<file path="src/rtl/mips_pkg.sv">
// Shared constants and types for the multiply unit.
package mips_pkg;

    localparam int MULT_WIDTH = 32;
    localparam int MULT_CNT_W = $clog2(MULT_WIDTH) + 1;

    typedef enum logic [1:0] {
        IDLE = 2'd0,
        RUN  = 2'd1,
        DONE = 2'd2
    } mult_state_t;

endpackage

</file>
<file path="src/rtl/mult_datapath.sv">
// One shift-add multiply step: conditionally add the multiplicand to the
// accumulator, then shift {accumulator, multiplier} right by one.
module mult_datapath #(
    parameter int WIDTH = 32
) (
    input  logic [WIDTH:0]   acc,
    input  logic [WIDTH-1:0] mreg,
    input  logic [WIDTH-1:0] mcand,
    output logic [WIDTH:0]   acc_nxt,
    output logic [WIDTH-1:0] mreg_nxt
);

    logic [WIDTH:0] sum;

    // The extra accumulator bit catches the carry before the shift.
    assign sum      = mreg[0] ? (acc + {1'b0, mcand}) : acc;
    assign acc_nxt  = {1'b0, sum[WIDTH:1]};
    assign mreg_nxt = {sum[0], mreg[WIDTH-1:1]};

endmodule

</file>
<file path="src/rtl/mult_unit.sv">
// Iterative shift-add multiplier (MULT/MULTU) with pipeline stall request.
// Macro MULT_SIGNED_EN enables signed operation; otherwise all ops are unsigned.
//
// state | meaning
// IDLE  | waiting for start
// RUN   | one shift-add step per cycle, WIDTH cycles
// DONE  | hi/lo just updated, done pulse; start here begins a new RUN
module mult_unit
    import mips_pkg::*;
#(
    parameter int WIDTH = MULT_WIDTH
) (
    input  logic             clk,
    input  logic             rst_n,
    input  logic             start,
    input  logic             signed_op,
    input  logic [WIDTH-1:0] op_a,
    input  logic [WIDTH-1:0] op_b,
    output logic             busy,
    output logic             done,
    output logic             stall,
    output logic [WIDTH-1:0] hi,
    output logic [WIDTH-1:0] lo
);

    localparam logic [MULT_CNT_W-1:0] LAST_STEP = MULT_CNT_W'(WIDTH - 1);

    mult_state_t           state;
    logic [MULT_CNT_W-1:0] cnt;
    logic [WIDTH:0]        acc;
    logic [WIDTH:0]        acc_nxt;
    logic [WIDTH-1:0]      mreg;
    logic [WIDTH-1:0]      mreg_nxt;
    logic [WIDTH-1:0]      mcand;
    logic [WIDTH-1:0]      a_mag;
    logic [WIDTH-1:0]      b_mag;
    logic [2*WIDTH-1:0]    prod_raw;
    logic [2*WIDTH-1:0]    prod_fin;
    logic                  accept;

    assign accept   = start && (state != RUN);
    assign busy     = (state == RUN);
    assign done     = (state == DONE);
    assign stall    = busy | accept;
    assign prod_raw = {acc_nxt[WIDTH-1:0], mreg_nxt};

`ifdef MULT_SIGNED_EN
    logic a_neg;
    logic b_neg;
    logic neg;

    assign a_neg = signed_op & op_a[WIDTH-1];
    assign b_neg = signed_op & op_b[WIDTH-1];
    // Negating the most negative value yields its true magnitude as unsigned.
    assign a_mag = a_neg ? (-op_a) : op_a;
    assign b_mag = b_neg ? (-op_b) : op_b;
    assign prod_fin = neg ? (-prod_raw) : prod_raw;

    always_ff @(posedge clk or negedge rst_n) begin
        if (!rst_n) begin
            neg <= 1'b0;
        end else if (accept) begin
            neg <= a_neg ^ b_neg;
        end
    end
`else
    logic unused_signed_op;

    assign unused_signed_op = signed_op;
    assign a_mag    = op_a;
    assign b_mag    = op_b;
    assign prod_fin = prod_raw;
`endif

    mult_datapath #(.WIDTH(WIDTH)) u_datapath (
        .acc      (acc),
        .mreg     (mreg),
        .mcand    (mcand),
        .acc_nxt  (acc_nxt),
        .mreg_nxt (mreg_nxt)
    );

    always_ff @(posedge clk or negedge rst_n) begin
        if (!rst_n) begin
            state <= IDLE;
            cnt   <= '0;
            acc   <= '0;
            mreg  <= '0;
            mcand <= '0;
            hi    <= '0;
            lo    <= '0;
        end else begin
            case (state)
                IDLE, DONE: begin
                    if (start) begin
                        mcand <= a_mag;
                        mreg  <= b_mag;
                        acc   <= '0;
                        cnt   <= '0;
                        state <= RUN;
                    end else begin
                        state <= IDLE;
                    end
                end
                RUN: begin
                    acc  <= acc_nxt;
                    mreg <= mreg_nxt;
                    cnt  <= cnt + MULT_CNT_W'(1);
                    if (cnt == LAST_STEP) begin
                        hi    <= prod_fin[2*WIDTH-1:WIDTH];
                        lo    <= prod_fin[WIDTH-1:0];
                        state <= DONE;
                    end
                end
                default: state <= IDLE;
            endcase
        end
    end

endmodule

</file>
<file path="config.mk">
export PLATFORM = sky130hd
export DESIGN_NAME = mult_unit
export DESIGN_NICKNAME = d
export VERILOG_FILES = /design/src/rtl/mips_pkg.sv /design/src/rtl/mult_datapath.sv /design/src/rtl/mult_unit.sv
export SDC_FILE = /design/constraint.sdc
export NUM_CORES = 1
export LEC_CHECK = 0
export ABC_AREA = 0
export CORE_UTILIZATION = 30
export CTS_BUF_LIST = sky130_fd_sc_hd__clkbuf_16
export DETAILED_ROUTE_END_ITERATION = 8
export PLACE_DENSITY_LB_ADDON = 0.3
export SLEW_MARGIN = 20
export SYNTH_ARGS = -nofsm -noshare
export SYNTH_HDL_FRONTEND = slang
export SYNTH_SLANG_ARGS = --single-unit
export TNS_END_PERCENT = 10
</file>
<file path="constraint.sdc">
create_clock -name clk -period 3.8 [get_ports clk]
set_input_delay 0.76 -clock clk [delete_from_list [all_inputs] [get_ports clk]]
set_output_delay 0.76 -clock clk [all_outputs]
set_load 0.1 [all_outputs]
</file>
==> out/qor.csv <==
metric,value,unit
dieArea,28500,sq um
start_kind,flip-flop,
io_pins,135,
path_clk_slew,0.09,ns
start_util,30.8,%
synth-seq-cells,168,
first_pass_iters,5,
path_max_fanout,4,
num-nets-final,1145,
grt_overflow,0,
ant_nets,0,
dpl_worst_slack,0.455,ns
drive_gt1_share,5.78,%
cts_made_buffers,17,
crit_type,reg2reg,
core_area,27100,sq um
cp_slowest_cell,or4b_4,
ys.warnings.count,0,
fp.dieW,169,microns
gp_congestion,0.868,
synth_fa_ha_area_share,5.19,%
required,4.12,ns
syn_nets,1029,
grt_pass1_wl,36800,microns
critical_path_buf_inv_count,0,
port_buffers,133,
tightest_slew,1.08,ns
die_h,169,microns
synthArstFlopShare,100,%
insertion_delay,0.44,ns
period_share,88.3,%
post-route-min-period,3.35,ns
vias,6783,
synth.mux.area_fraction,3.44,%
fmax,298,MHz
final_max_slew_viol_count,0,
wire_per_inst,15.4,microns
rows,60,
grt_usage,16.3,%
post_cts_buffers,0,
cts_htree_levels,4,
fillers,2741,
synth_top_flop_cell,dfrtp_1,
via_per_inst,4.75,
maxCapViolations,0,
yosys.area.top_type,dfrtp_1,
final_common_cell,nand2_1,
worstHoldPathType,in2async,
grt_pass1_vias,7097,
antenna_found_initial,1,
synth_compound_gate_area_share,15.9,%
max-slew-margin-rel,28.2,%
drc,0,
yosys.area_share.simple,19.8,%
crit_arrival,3.68,ns
worst_slack,0.446,ns
grt_max_degree,94,
tritoncts,yes,
synth_cells,927,
area_delta_synth_final,28.7,%
rsz0062_at_grt,false,
cp_top_family,compound AO/OA/AOI/OAI gates,
drt_wl_total,22000,microns
drt_iter0_markers,394,
final_hold_viol_count,0,
dp.final_hpwl,14900,microns
cts-root-buf,clkbuf_16,
synth_top_family_by_area,simple AND/OR/NAND/NOR gates,
cts_resized,0,
fin_util,39.6,%
synth_xor_area_share,2.84,%
synth_top_area_share,50.4,%
ys_seq_area_share,50.4,%
synth_edf_count,0,
clock-sinks,168,
ys_types,54,
cpPeakStageDelay,0.55,ns
synth_area_leaders,"dfrtp_1, nand2_1, ha_1, o21ai_0, mux2i_1",
layout_common_cells,"nand2_1, dfrtp_1, clkdlybuf4s50_1",
tns,0,ns
crit_path_cell_trace,"ha_1, fa_1, a21oi_1, o211ai_1, nor2b_1, or4b_4, a311oi_4, o211ai_2, a21oi_1, nor2b_1, mux2_4",
fin_skew,0.0165,ns
netlist_area,8340,sq um
endpoint_kind,flip-flop,
status,"finished, final reports clean",
cts_buffer_depth,2,
setup_viol,0,
synth_area_per_cell,8.99,sq um
cts_hold_buf,0,
Yosys cell counts (all sizes together), types with 4 or more instances:
cell    number
o31ai        4
ha          33
a31oi        5
a211oi       6
nor3         4
mux2i       26
nand2      339
nand2b       4
o21ai       80
a21o        18
a22oi       32
a21oi       34
clkbuf      39
nor2b        8
o211ai       5
o21a         4
nand3       17
nor2        23
o21bai       4
xnor2       16
inv          5
xor2        11
buf          8
dfrtp      168
nand4        5
logic make-up after synthesis:
logic type	count (synthesis)
fa+ha+maj	34
simple gates	411
buf+inv	53
xor+xnor	27
mux	28
flops	168
compound gates	206
sequential cells by signal, indices dropped and copies added (netlist names):
signal,cells
lo,32
state,2
mcand,32
acc,32
mreg,32
hi,32
cnt,6
worst reg2reg max path, cell delays in order, from the launching register on:
cell and delay [ns]:
dfrtp_1 0.40, ha_1 0.24, fa_1 0.41, a21oi_1 0.25, o211ai_1 0.19, nor2b_1 0.22
or4b_4 0.55, a311oi_4 0.35, o211ai_2 0.14, a21oi_1 0.16, nor2b_1 0.08, mux2_4 0.26
metrics by stage:
step | instance area, sq um | hold WS [ns] | cells
global placement | 10100 | 0.458 | 1396
floorplan | 8340 | 0.450 | 927
CTS | 10700 | 0.402 | 1428
finish | 10700 | 0.369 | 1429
detailed placement | 10100 | 0.461 | 1396
global route | 10700 | 0.426 | 1428
final cells by class:
class	instances	area, sq um	share of cell area [%]
Inverter	6	22.5	0.210
Clock buffer	17	425	3.97
Sequential cell	168	4210	39.2
Antenna cell	1	2.50	0.0233
Clock inverter	15	205	1.91
Timing Repair Buffer	144	1450	13.5
Multi-Input combinational cell	706	3950	36.9
Tap cell	372	465	4.34
worst paths after layout:
path,start,end,slack (ns),cells past startpoint
setup / recovery,acc[0],hi[31],0.45,11
hold / removal,rst_n,lo[8],0.37,1
setup reg to reg,acc[0],hi[31],0.45,11
hold reg to reg,lo[25],lo[25],0.48,2
max in group asynchronous,rst_n,acc[2],2.66,2
min in group clk,lo[25],lo[25],0.48,2
metal layers:
layer | track usage, % | wire length, microns | up-vias
li1 | - | - | 3385
met1 | 20.6 | 10100 | 3235
met3 | 5.35 | 1450 | 12
met2 | 27.2 | 10300 | 151
met4 | 3.20 | 164 | 0
met5 | 0 | 0 | -
Power is left out: the tool's default activity adds up to more than one toggle a clock period on the data nets, which glitch-free logic cannot reach.
